==> src/rtl/adc_align_pkg.sv <==
// Shared types and sizing helpers for the ADC lane aligner.
// Optional post-lock monitor is enabled with ADC_LANE_MONITOR_EN.
package adc_align_pkg;

    typedef enum logic [1:0] {
        SETTLE = 2'd0,
        SEARCH = 2'd1,
        LOCKED = 2'd2
    } lane_state_e;

    localparam int DEF_RATIO = 8;
    localparam logic [7:0] DEF_TRAIN_PATTERN = 8'hF0;

    function automatic int match_cnt_w(input int match_count);
        return $clog2(match_count + 1);
    endfunction

    function automatic int slip_cnt_w(input int ratio);
        return $clog2(2 * ratio + 1);
    endfunction

    function automatic int offset_w(input int ratio);
        return $clog2(ratio);
    endfunction

endpackage

==> src/rtl/adc_lane_aligner.sv <==
// One ADC lane: barrel shifter, training FSM and slip/match counters.
// Define ADC_LANE_MONITOR_EN to drop lock after repeated post-lock mismatches.
module adc_lane_aligner
    import adc_align_pkg::*;
#(
    parameter int RATIO = DEF_RATIO,
    parameter logic [RATIO-1:0] TRAIN_PATTERN = RATIO'(DEF_TRAIN_PATTERN),
    parameter int MATCH_COUNT = 16,
    parameter int SETTLE_CYCLES = 4,
    parameter int MISMATCH_LIMIT = 4
) (
    input  logic                          clk_i,
    input  logic                          rst_i,
    input  logic [RATIO-1:0]              data_i,
    input  logic                          train_start_i,
    input  logic                          monitor_en_i,
    output logic [RATIO-1:0]              data_o,
    output logic                          locked_o,
    output logic                          fail_o,
    output logic [offset_w(RATIO)-1:0]    offset_o
);

    localparam int OW = offset_w(RATIO);
    localparam int MW = match_cnt_w(MATCH_COUNT);
    localparam int SW = slip_cnt_w(RATIO);
    localparam int TW = $clog2(SETTLE_CYCLES + 1);
    localparam int EW = $clog2(2 * RATIO);
    localparam logic [MW-1:0] MATCH_LAST = MW'(MATCH_COUNT - 1);
    localparam logic [SW-1:0] SLIP_LAST = SW'(2 * RATIO - 1);
    localparam logic [TW-1:0] SETTLE_LAST = TW'(SETTLE_CYCLES - 1);
    localparam logic [OW-1:0] OFF_LAST = OW'(RATIO - 1);

    lane_state_e state_q, state_d;
    logic [TW-1:0] settle_q, settle_d;
    logic [MW-1:0] match_q, match_d;
    logic [SW-1:0] slip_q, slip_d;
    logic [OW-1:0] off_q, off_d;
    logic locked_q, locked_d;
    logic fail_q, fail_d;
    logic [RATIO-1:0] prev_q, data_q, aligned;
    logic [2*RATIO-1:0] ext;
    logic [EW-1:0] idx;
    logic hit;

    // Window over the previous and current word; offset picks the bit phase.
    assign ext = {data_i, prev_q};
    assign idx = EW'(off_q);
    assign aligned = ext[idx +: RATIO];
    assign hit = (aligned == TRAIN_PATTERN);

`ifdef ADC_LANE_MONITOR_EN
    localparam int KW = $clog2(MISMATCH_LIMIT + 1);
    localparam logic [KW-1:0] MISS_LAST = KW'(MISMATCH_LIMIT - 1);
    logic [KW-1:0] miss_q, miss_d;
`else
    localparam int unused_limit = MISMATCH_LIMIT;
    logic unused_mon;
    assign unused_mon = monitor_en_i;
`endif

    always_comb begin
        state_d = state_q;
        settle_d = settle_q;
        match_d = match_q;
        slip_d = slip_q;
        off_d = off_q;
        locked_d = locked_q;
        fail_d = fail_q;
`ifdef ADC_LANE_MONITOR_EN
        miss_d = miss_q;
`endif
        if (train_start_i) begin
            state_d = SETTLE;
            settle_d = '0;
            match_d = '0;
            slip_d = '0;
            locked_d = 1'b0;
            fail_d = 1'b0;
`ifdef ADC_LANE_MONITOR_EN
            miss_d = '0;
`endif
        end else begin
            unique case (state_q)
                SETTLE: begin
                    if (settle_q == SETTLE_LAST) begin
                        settle_d = '0;
                        state_d = SEARCH;
                    end else begin
                        settle_d = settle_q + 1'b1;
                    end
                end
                SEARCH: begin
                    if (hit) begin
                        match_d = match_q + 1'b1;
                        if (match_q == MATCH_LAST) begin
                            state_d = LOCKED;
                            locked_d = 1'b1;
                        end
                    end else begin
                        match_d = '0;
                        off_d = (off_q == OFF_LAST) ? '0 : off_q + 1'b1;
                        state_d = SETTLE;
                        // Fail flag is sticky; the search keeps cycling.
                        if (slip_q == SLIP_LAST) begin
                            slip_d = '0;
                            fail_d = 1'b1;
                        end else begin
                            slip_d = slip_q + 1'b1;
                        end
                    end
                end
                LOCKED: begin
`ifdef ADC_LANE_MONITOR_EN
                    if (!monitor_en_i || hit) begin
                        miss_d = '0;
                    end else if (miss_q == MISS_LAST) begin
                        miss_d = '0;
                        match_d = '0;
                        slip_d = '0;
                        locked_d = 1'b0;
                        state_d = SEARCH;
                    end else begin
                        miss_d = miss_q + 1'b1;
                    end
`endif
                end
                default: state_d = SETTLE;
            endcase
        end
    end

    always_ff @(posedge clk_i or posedge rst_i) begin
        if (rst_i) begin
            state_q <= SETTLE;
            settle_q <= '0;
            match_q <= '0;
            slip_q <= '0;
            off_q <= '0;
            locked_q <= 1'b0;
            fail_q <= 1'b0;
            prev_q <= '0;
            data_q <= '0;
        end else begin
            state_q <= state_d;
            settle_q <= settle_d;
            match_q <= match_d;
            slip_q <= slip_d;
            off_q <= off_d;
            locked_q <= locked_d;
            fail_q <= fail_d;
            prev_q <= data_i;
            data_q <= aligned;
        end
    end

`ifdef ADC_LANE_MONITOR_EN
    always_ff @(posedge clk_i or posedge rst_i) begin
        if (rst_i) begin
            miss_q <= '0;
        end else begin
            miss_q <= miss_d;
        end
    end
`endif

    assign data_o = data_q;
    assign locked_o = locked_q;
    assign fail_o = fail_q;
    assign offset_o = off_q;

endmodule

==> src/rtl/adc_lane_align.sv <==
// Multi-lane ADC word aligner: per-lane training plus aggregate data_valid.
// Define ADC_LANE_MONITOR_EN to enable the post-lock pattern monitor.
module adc_lane_align
    import adc_align_pkg::*;
#(
    parameter int LANES = 8,
    parameter int RATIO = DEF_RATIO,
    parameter logic [RATIO-1:0] TRAIN_PATTERN = RATIO'(DEF_TRAIN_PATTERN),
    parameter int MATCH_COUNT = 16,
    parameter int SETTLE_CYCLES = 4,
    parameter int MISMATCH_LIMIT = 4
) (
    input  logic                                divclk,
    input  logic                                rst,
    input  logic [LANES*RATIO-1:0]              data_in,
    input  logic                                train_start,
    input  logic                                monitor_en,
    output logic [LANES*RATIO-1:0]              data_out,
    output logic                                data_valid,
    output logic [LANES-1:0]                    lane_locked,
    output logic [LANES-1:0]                    lane_fail,
    output logic [LANES*offset_w(RATIO)-1:0]    slip_offset
);

    localparam int OW = offset_w(RATIO);

    logic data_valid_q;

    for (genvar i = 0; i < LANES; i++) begin : g_lane
        adc_lane_aligner #(
            .RATIO(RATIO),
            .TRAIN_PATTERN(TRAIN_PATTERN),
            .MATCH_COUNT(MATCH_COUNT),
            .SETTLE_CYCLES(SETTLE_CYCLES),
            .MISMATCH_LIMIT(MISMATCH_LIMIT)
        ) u_lane (
            .clk_i(divclk),
            .rst_i(rst),
            .data_i(data_in[RATIO*i +: RATIO]),
            .train_start_i(train_start),
            .monitor_en_i(monitor_en),
            .data_o(data_out[RATIO*i +: RATIO]),
            .locked_o(lane_locked[i]),
            .fail_o(lane_fail[i]),
            .offset_o(slip_offset[OW*i +: OW])
        );
    end

    always_ff @(posedge divclk or posedge rst) begin
        if (rst) begin
            data_valid_q <= 1'b0;
        end else begin
            data_valid_q <= &lane_locked;
        end
    end

    assign data_valid = data_valid_q;

endmodule

==> config.mk <==
export PLATFORM = sky130hd
export DESIGN_NAME = adc_lane_align
export DESIGN_NICKNAME = d
export VERILOG_FILES = /design/src/rtl/adc_align_pkg.sv /design/src/rtl/adc_lane_aligner.sv /design/src/rtl/adc_lane_align.sv
export SDC_FILE = /design/constraint.sdc
export NUM_CORES = 1
export LEC_CHECK = 0
export BUFFER_PORTS_ARGS = -buffer_cell sky130_fd_sc_hd__buf_4
export CAP_MARGIN = 15
export CORE_MARGIN = 10
export CORE_UTILIZATION = 41
export DETAILED_ROUTE_END_ITERATION = 10
export PLACE_DENSITY_LB_ADDON = 0.1
export RECOVER_POWER = 50
export SYNTH_ARGS = -nofsm -noshare
export SYNTH_HDL_FRONTEND = slang
export SYNTH_HIERARCHICAL = 1
export SYNTH_SLANG_ARGS = --single-unit
==> constraint.sdc <==
create_clock -name divclk -period 5.05 [get_ports divclk]
set_clock_uncertainty 0.05 [all_clocks]
set_input_delay 1.01 -clock divclk [delete_from_list [all_inputs] [get_ports divclk]]
set_output_delay 1.01 -clock divclk [all_outputs]
set_load 0.1 [all_outputs]
## Yosys cells after proc, flatten, opt, wreduce, memory -nomap -nowiden

Cells that the tools add are included.

- Register bits after elaboration: 289
- Output and inout bits: 105
- Logic and storage cells: 491

- Add/subtract/negate cells: 32
- Equality and inequality tests: 88
- Shift operators: 8
- Multiplexer cells: 192
- Bitwise operators: 9
- Reduce and logical (&&, ||, !) cells: 89

Operators with widths:

| cell | number |
|---|---|
| $mux W5 | 56 |
| $shiftx A16 B4 Y8 | 8 |
| $mux W3 | 32 |
| $reduce_and A3 Y1 | 32 |
| $add A5 B1 Y5 const B | 16 |
| $eq A5 B4 Y1 const B | 16 |
| $reduce_bool A2 Y1 | 40 |
| $eq A8 B8 Y1 const B | 8 |
| $mux W1 | 64 |
| $mux W2 | 32 |
| $add A3 B1 Y3 const B | 16 |
| $pmux W2 S3 | 8 |
| $ne A2 B2 Y1 const B | 16 |
| $ne A4 B4 Y1 const B | 8 |
| $eq A3 B2 Y1 const B | 8 |
| $eq A3 B3 Y1 const B | 8 |
| $ne A3 B2 Y1 const B | 8 |
| $eq A2 B1 Y1 const B | 8 |
| $eq A2 B2 Y1 const B | 8 |
| $logic_not A2 Y1 | 8 |
| $reduce_and A2 Y1 | 8 |
| $not A1 Y1 | 9 |
| $reduce_and A8 Y1 | 1 |

## Depth between registers and ports, before layout

Gate-level depths: netlist of run 1.

- Depth in word-level cells: 5
- Gate-level depth with buffers: 9

## By module

The synthesis of run 1 kept the hierarchy.

Modules (own cells, without submodules):

| module | instances | cells each | area an instance (um^2) | sequential area each (um^2) |
|---|---|---|---|---|
| adc_lane_aligner at g_lane[0].u_lane ... | 6 | 179 | 1988.2 | 900.9 |
| adc_lane_aligner at g_lane[7].u_lane | 1 | 186 | 2057.0 | 900.9 |
| adc_lane_aligner at g_lane[6].u_lane | 1 | 165 | 1876.8 | 900.9 |
| adc_lane_align | 1 | 5 | 45.0 | 25.0 |

## Least setup slack after synthesis of run 1

No wires, ideal clock.

- Path type: reg2reg
- Start: register g_lane[7].u_lane.off_q[0]
- End: register g_lane[7].u_lane.off_q[0]
- Library setup time: 0.125 ns
- Data arrival time: 3.020 ns
- Path slack: 1.856 ns
- Stages on the path, launching flop included: 8
- Buffers on the path: 1
- Period minus slack after synthesis: 3.194 ns
- Path through: dfrtp_1 -> buf_6 -> mux4_1 -> nand2b_1 -> o311a_1 -> o41ai_4 -> or2_2 -> mux2_2

- Longest elaborated chain between the ends: 4

Ends and longest elaborated chain:

| element | RTL line | source |
|---|---|---|
| from (decl) | adc_lane_aligner.sv:37 | `logic [OW-1:0] off_q, off_d;` |
| from (signal assigned) | adc_lane_aligner.sv:138 | `off_q <= '0;` |
| from (signal assigned) | adc_lane_aligner.sv:148 | `off_q <= off_d;` |
| $shiftx A16 B4 Y8 | adc_lane_aligner.sv:48 | `assign aligned = ext[idx +: RATIO];` |
| $eq A8 B8 Y1 | adc_lane_aligner.sv:49 | `assign hit = (aligned == TRAIN_PATTERN);` |
| $not A1 Y1 (no source line) | n/a |  |
| $reduce_and A3 Y1 (no source line) | n/a |  |

Several ways; a longest one is shown, not always the timed one.
A chain may end at the register's enable or synchronous reset.

## Worst setup path in the final report of run 1

- Start: input train_start
- End: register g_lane[0].u_lane.off_q[0]

- Longest elaborated chain between the ends: 2

Ends and longest elaborated chain:

| element | RTL line | source |
|---|---|---|
| from (decl) | adc_lane_align.sv:16 | `input logic train_start,` |
| $not A1 Y1 (no source line) | n/a |  |
| $reduce_and A3 Y1 (no source line) | n/a |  |
| to (signal assigned) | adc_lane_aligner.sv:138 |  |
| to (signal assigned) | adc_lane_aligner.sv:148 |  |
| to (decl) | adc_lane_aligner.sv:37 |  |

Every way passes these cells.

==> results.py, run 1 <==
metrics = {
    "placement": {
        "placed_area_sq_mm": 0.01741,
        "place.gp.congestion": 0.7892,
        "hpwl_microns": 24250,
        "port_buffers": 171,
    },
    "sta": {
        "finalSetupViolCount": 0,
        "worst_pin_slew_ns": 2.279,
        "period_minus_slack_ns": 3.891,
        "hold_viol_final": 0,
        "finalCritPeriodShare": 0.7705,
        "fmax_mhz": 257.0,
        "relSlewSlack": -0.5193,
        "rsz0062_at_grt": "no",
        "tns_ns": 0,
        "final_max_slew_viol_count": 307,
    },
    "yosys": {
        "syn_nets": 1546,
        "avgSynthCellArea_sq_um": 11.12,
        "synth_cell_type_count": 70,
        "synth.yosys.warnings": 6,
        "synth_seq_cells": 289,
        "syn_inst": 1430,
        "synth_edf_count": 0,
        "ys.flop_type": "dfrtp_1",
        "synthesis.area_sq_mm": 0.01591,
        "ys_seq_area_frac": 0.4546,
        "async_flop_share": 1.000,
    },
    "cells_and_area": {
        "final_cell_area_sq_mm": 0.01838,
        "drive_gt1_frac": 0.2157,
        "diodes": 0,
        "synthToLayoutAreaGrowth_pct": 15.53,
        "fin_nets": 1684,
    },
    "outcome": {
        "status": "finished, violations left",
        "violations": "max-capacitance violations, max-slew violations",
    },
    "clocking": {
        "cts_root_buffer": "clkbuf_16",
        "post_cts_resized": 0,
        "clk_latency_ns": 0.52,
        "cts_sinks": 289,
        "clockBufferDepth": 3,
        "numCtsBuffers": 37,
        "cts_tree": "yes",
        "postCtsSetupBuffers": 0,
        "cts_hold_buf": 0,
        "cts_max_level": 2,
        "clk_pin_slew_ns": 0.05,
    },
    "job": {
        "cap_violations": 8,
    },
    "pwr": {
        "powerDensity_mw_per_mm2": 554.5,
        "switching_share": 0.4582,
        "p_leak_uw": 0.007942,
        "total_power_uw": 10190,
        "clkPwrFrac": 0.251,
        "combPwrFrac": 0.437,
        "power_frac_seq": 0.312,
        "p_switching_uw": 4669,
        "peakVddDrop_mv": 0.5138,
        "internal_power_uw": 5522,
    },
    "critical_path": {
        "cp-end-kind": "register",
        "cp_max_fo": 47,
        "cp.required_ns": 5.41,
        "crit_type": "input pin to register",
        "crit_arrival_ns": 4.25,
        "startpoint_type": "input pin",
        "reg2reg_depth": 6,
    },
    "drt": {
        "totalWireLength_microns": 35450,
        "via_per_inst": 5.432,
        "drcViolationCount": 0,
        "first_pass_iters": 4,
        "routedWlPerCell_microns": 16.82,
        "drtIter0Drc": 633,
        "vias": 11450,
        "final_antenna_net_count": 0,
    },
    "global_routing": {
        "gr-total-overflow": 0,
        "grt.total_usage": 0.1491,
        "grt_pass1_wl_microns": 59560,
        "antenna_found_initial": 0,
        "grt_max_degree": 48,
        "grt_pass1_vias": 11440,
    },
    "floorplanning": {
        "dieArea_sq_mm": 0.04708,
        "num_rows": 72,
        "core-area_sq_mm": 0.03847,
        "floorplan.die.height_microns": 217.0,
        "die_x_microns": 217.0,
        "start_util": 0.4135,
        "io_pins": 173,
    },
    "worst_hold_path": {
        "hold_depth": 2,
        "min_path_type": "register to register",
    },
}
[path summary, 6_finish.rpt]
| path | slack, ns | from | end |
|---|---|---|---|
| min reg2reg | 0.44 | g_lane[2].u_lane/fail_o | g_lane[2].u_lane/fail_o |
| max | 1.16 | train_start | g_lane[0].u_lane/offset_o[0] |
| max reg2reg | 1.72 | g_lane[2].u_lane/offset_o[1] | g_lane[2].u_lane/fail_o |
| min in group asynchronous | 0.56 | rst | data_valid |
| max in group asynchronous | 2.30 | rst | g_lane[2].u_lane/prev_q[7] |
| min | 0.44 | g_lane[2].u_lane/fail_o | g_lane[2].u_lane/fail_o |
[area by class of cell]
class / instances / area [sq um]
inverter: 46 / 172.7
clock inverter: 9 / 95.09
sequential: 289 / 7232
multi-input combinational: 1012 / 7993
timing repair buffer: 182 / 1145
clock buffer: 52 / 1092
fill: 3634 / 20090
tap: 518 / 648.1
[kinds of logic (layout without fill, tap and decap cells)]
| family | count (synthesis) | after routing | synth area share |
|---|---|---|---|
| DFF | 289 | 289 | 0.4546 |
| adders and majority gates | 48 | 48 | 0.03775 |
| muxes | 254 | 254 | 0.2037 |
| AOI/OAI and AO/OA | 254 | 254 | 0.1037 |
| buffers and inverters | 129 | 289 | 0.04294 |
| and+or+nand+nor | 454 | 454 | 0.1561 |
| xor gates and xnor gates | 2 | 2 | 0.001101 |
[worst max-delay path, cell delays in order]
cell	delay (ns)
clkbuf_1	1.59
inv_1	0.76
o211ai_1	0.48
mux2_2	0.38
[through the flow]
step	hold slack, ns	setup slack (ns)	util	std cells
floorplan	0.3998	1.856	-	1430
global placement	0.4237	1.615	0.4526	2047
detailed placement	0.4254	1.623	0.4526	2047
CTS	0.3484	1.723	0.4835	2108
global route	0.4801	0.7131	0.4778	2108
finish	0.4369	1.159	0.4778	2108
[cells in the final DEF (no fill, tap or decap), types with 10 or more instances in the layout]
master	n
o211ai_1	13
mux2_1	18
nor2_1	63
nor2b_1	37
buf_4	108
clkbuf_8	11
mux4_2	34
clkbuf_4	15
nand3b_1	12
or4_1	28
mux2i_1	101
nand2_1	136
o21a_1	20
clkbuf_16	37
a21oi_1	78
ha_1	48
nand3_1	51
mux2_2	92
clkbuf_1	63
dfrtp_1	289
nor3_1	19
a31oi_1	10
o21ai_0	47
o31ai_1	12
nand2b_1	26
a211oi_1	12
inv_1	45
[cell usage after synthesis, types with 7 or more instances]
| cell type | instances | area [sq um] |
|---|---|---|
| mux2_2 | 92 | 1036 |
| inv_1 | 45 | 168.9 |
| and3_1 | 9 | 56.30 |
| mux4_2 | 34 | 765.7 |
| buf_2 | 18 | 90.09 |
| a31oi_1 | 10 | 62.56 |
| or2_2 | 8 | 50.05 |
| or3_1 | 8 | 50.05 |
| o211ai_1 | 13 | 97.59 |
| or4_1 | 28 | 210.2 |
| nor2_1 | 63 | 236.5 |
| o31ai_1 | 12 | 90.09 |
| buf_4 | 7 | 52.55 |
| mux4_1 | 8 | 210.2 |
| o22ai_1 | 9 | 56.30 |
| and4_1 | 7 | 61.31 |
| a21oi_1 | 78 | 390.4 |
| mux2i_1 | 101 | 1011 |
| nor3b_1 | 9 | 67.56 |
| buf_6 | 20 | 225.2 |
| a211o_1 | 7 | 61.31 |
| clkbuf_1 | 37 | 138.9 |
| o21ai_0 | 47 | 235.2 |
| dfrtp_1 | 289 | 7232 |
| nand3_1 | 51 | 255.2 |
| nor3_1 | 19 | 95.09 |
| nor4_2 | 7 | 87.58 |
| nand3b_1 | 12 | 90.09 |
| nor2b_1 | 37 | 231.5 |
| a211oi_1 | 12 | 90.09 |
| nand2_1 | 136 | 510.5 |
| ha_1 | 48 | 600.6 |
| nand2b_1 | 26 | 162.7 |
| o21a_1 | 20 | 150.1 |
| mux2_1 | 18 | 202.7 |
[power by group through the flow]
stage | logic, uW | clock network, uW | registers (uW)
after floorplan | 1730 | 0 | 5140
after global placement | 4490 | 0 | 3220
after detailed placement | 4510 | 0 | 3220
after CTS | 4520 | 2650 | 3190
after global routing | 4680 | 2740 | 3260
final | 4450 | 2560 | 3180
[registers in the layout, summed over array words and instances, names as in the netlist]
register                flops
g_lane.u_lane/data_o       64
g_lane.u_lane/offset_o     24
g_lane.u_lane/fail_o        8
g_lane.u_lane/state_q      16
g_lane.u_lane/slip_q       40
g_lane.u_lane/prev_q       64
data_valid                  1
g_lane.u_lane/match_q      40
g_lane.u_lane/locked_o      8
g_lane.u_lane/settle_q     24
[routing by layer]
metal | track usage | up-vias | part of all wire
li1 | - | 5552 | -
met1 | 0.1982 | 5697 | 0.46
met2 | 0.2404 | 161 | 0.48
met3 | 0.02996 | 41 | 0.041
met4 | 0.04661 | 0 | 0.018
met5 | 0 | - | 0
Power figures use the tool's default switching activity.
==> run 2, diff against run 1 <==
- ABC_AREA: default -> 1
- clock period: 5.05 -> 3.2 ns (I/O delays scaled with it)
==> results.py, run 2 <==
metrics = {
    "yosys": {
        "ys.flop_type": "dfrtp_1",
        "synth_edf_count": 0,
        "ys_seq_area_frac": 0.4639,
        "syn_nets": 2103,
        "avgSynthCellArea_sq_um": 7.845,
        "synth_commonest_cells": "nand2_1, dfrtp_1, nand3_1, inv_1, nor2_1",
        "synth.yosys.warnings": 6,
        "synthesis.area_sq_mm": 0.01559,
        "ys_top_cells_by_area": "dfrtp_1, nand2_1, nand3_1",
        "async_flop_share": 1.000,
        "synth_top_area_frac": 0.4639,
        "post-synth-top-count-cell": "nand2_1",
        "syn_inst": 1987,
        "synth_seq_cells": 289,
        "synth_top_cell_by_area": "dfrtp_1",
        "synth_cell_type_count": 37,
    },
    "critical_path": {
        "cp-end-kind": "primary output",
        "critical_path_cell_count": 1,
        "cp_top_family": "flip-flops",
        "startpoint_type": "register",
        "crit_type": "register to primary output",
        "slowest_stage": "dfrtp_1",
        "cp_max_fo": 21,
        "crit_buf_inv": 1,
        "cp.required_ns": 2.51,
        "crit_arrival_ns": 1.82,
        "critical_path.cell_chain": "buf_4",
        "max_stage_delay_ns": 0.85,
        "reg2reg_slack_ns": 0.87,
        "reg2reg_depth": 13,
    },
    "cells_and_area": {
        "drive_gt1_frac": 0.1469,
        "ff_latch_area_sq_mm": 0.007232,
        "utilization": 0.4844,
        "synthToLayoutAreaGrowth_pct": 16.77,
        "final_common_cell": "nand2_1",
        "fin_nets": 2268,
        "multi_input_area_sq_mm": 0.007156,
        "fillers": 3771,
        "layout_common_cells": "nand2_1, dfrtp_1, nand3_1",
        "diodes": 0,
    },
    "global_routing": {
        "grt_pass1_vias": 12520,
        "gr-total-overflow": 0,
        "grt_pass1_wl_microns": 62430,
        "grt_max_degree": 51,
        "grt_util_met2": 0.2557,
        "antenna_found_initial": 0,
        "gr-max-usage-layer": "met2",
        "grt_use_met1": 0.2128,
        "grt.total_usage": 0.1587,
        "met3_usage": 0.02949,
    },
    "clocking": {
        "numCtsBuffers": 37,
        "cts_sinks": 289,
        "postCtsSetupBuffers": 0,
        "cts_tree": "yes",
        "clk_pin_slew_ns": 0.06,
        "cts_max_level": 2,
        "clk_latency_ns": 0.54,
        "cts_root_buffer": "clkbuf_16",
        "clockBufferDepth": 3,
    },
    "drt": {
        "first_pass_iters": 7,
        "via_per_inst": 4.817,
        "final_antenna_net_count": 0,
        "routedWlPerCell_microns": 13.62,
        "totalWireLength_microns": 36630,
        "vias": 12960,
        "drtIter0Drc": 744,
        "drcViolationCount": 0,
    },
    "floorplanning": {
        "start_util": 0.4148,
        "die_x_microns": 215.0,
        "floorplan.die.height_microns": 215.0,
        "io_pins": 173,
        "dieArea_sq_mm": 0.04622,
        "num_rows": 71,
        "core-area_sq_mm": 0.03758,
    },
    "placement": {
        "place.gp.congestion": 0.8630,
        "port_buffers": 171,
        "hpwl_microns": 26380,
    },
    "outcome": {
        "status": "complete, no violations",
    },
    "sta": {
        "fmax_mhz": 398.9,
        "final_max_slew_viol_count": 0,
        "finalSetupViolCount": 0,
        "hold_viol_final": 0,
        "relSlewSlack": 0.2249,
        "finalCritPeriodShare": 0.7835,
        "rsz0062_at_grt": "no",
        "period_minus_slack_ns": 2.507,
        "worst_pin_slew_ns": 1.163,
        "tns_ns": 0,
        "fin_hold_ws_ns": 0.1798,
    },
    "worst_hold_path": {
        "min_path_type": "input pin to register",
        "hold_depth": 1,
    },
    "pwr": {
        "p_leak_uw": 0.009536,
        "total_power_uw": 18680,
        "powerDensity_mw_per_mm2": 1026,
        "peakVddDrop_mv": 0.7365,
    },
    "job": {
        "cap_violations": 0,
    },
}
==> run 2: changes by cell type after synthesis, moves of 75 or more <==
cell / change
a21oi_1: -75
inv_1: +120
mux2_2: -92
mux2i_1: -101
nand2_1: +634
nand3_1: +224
==> run 2: routing by layer <==
metal	vias to the layer above	share of wire
li1	6673	-
met1	6015	0.47
met2	230	0.47
met3	41	0.041
met4	0	0.019
met5	-	0
==> run 2: worst paths after layout <==
path / to / from
min in group asynchronous: data_valid / rst
hold reg to reg: g_lane[1].u_lane/state_q[0] / g_lane[1].u_lane/state_q[0]
setup reg to reg: g_lane[0].u_lane/offset_o[1] / g_lane[0].u_lane/offset_o[0]
setup / recovery: slip_offset[0] / g_lane[0].u_lane/offset_o[0]
max in group asynchronous: g_lane[1].u_lane/data_o[4] / rst
hold / removal: g_lane[4].u_lane/prev_q[7] / data_in[39]
==> run 2: final cells by class <==
class                           instances  share of cell area
Sequential cell                       289              0.3973
Multi-Input combinational cell       1441              0.3931
Timing Repair Buffer                  183             0.06351
Clock buffer                           55             0.05952
Inverter                              200             0.04371
Tap cell                              511             0.03512
Clock inverter                         11            0.007767
==> run 2: cells by family (layout without fill, tap and decap cells) <==
kind of cell,after synthesis,in the layout,share of synthesized area
AOI/OAI and AO/OA,93,93,0.03668
adders and majority gates,48,48,0.03853
xor gates and xnor gates,32,32,0.01798
buffers and inverters,257,449,0.07689
DFF,289,289,0.4639
and+or+nand+nor,1268,1268,0.3660
==> run 2: timing repair <==
action / CTS / global route
gates resized for setup: 0 / 0
hold endpoints to repair: 1 / 0
hold buffers: 1 / 0
==> run 2: where the power goes <==
| group | switching, uW | total, uW | internal (uW) |
|---|---|---|---|
| Clock | 1600 | 4180 | 2590 |
| Sequential | 873 | 5210 | 4340 |
| Combinational | 7160 | 9280 | 2120 |
| Total | 9630 | 18700 | 9040 |
==> run 2: stage by stage <==
step	std cells	worst slack [ns]	instance area, sq um
CTS	2690	0.6658	18430
finish	2690	0.6928	18200
detailed placement	2623	0.9188	17190
global route	2690	0.6057	18200
floorplan	1987	0.8463	15590
global placement	2623	0.9159	17190
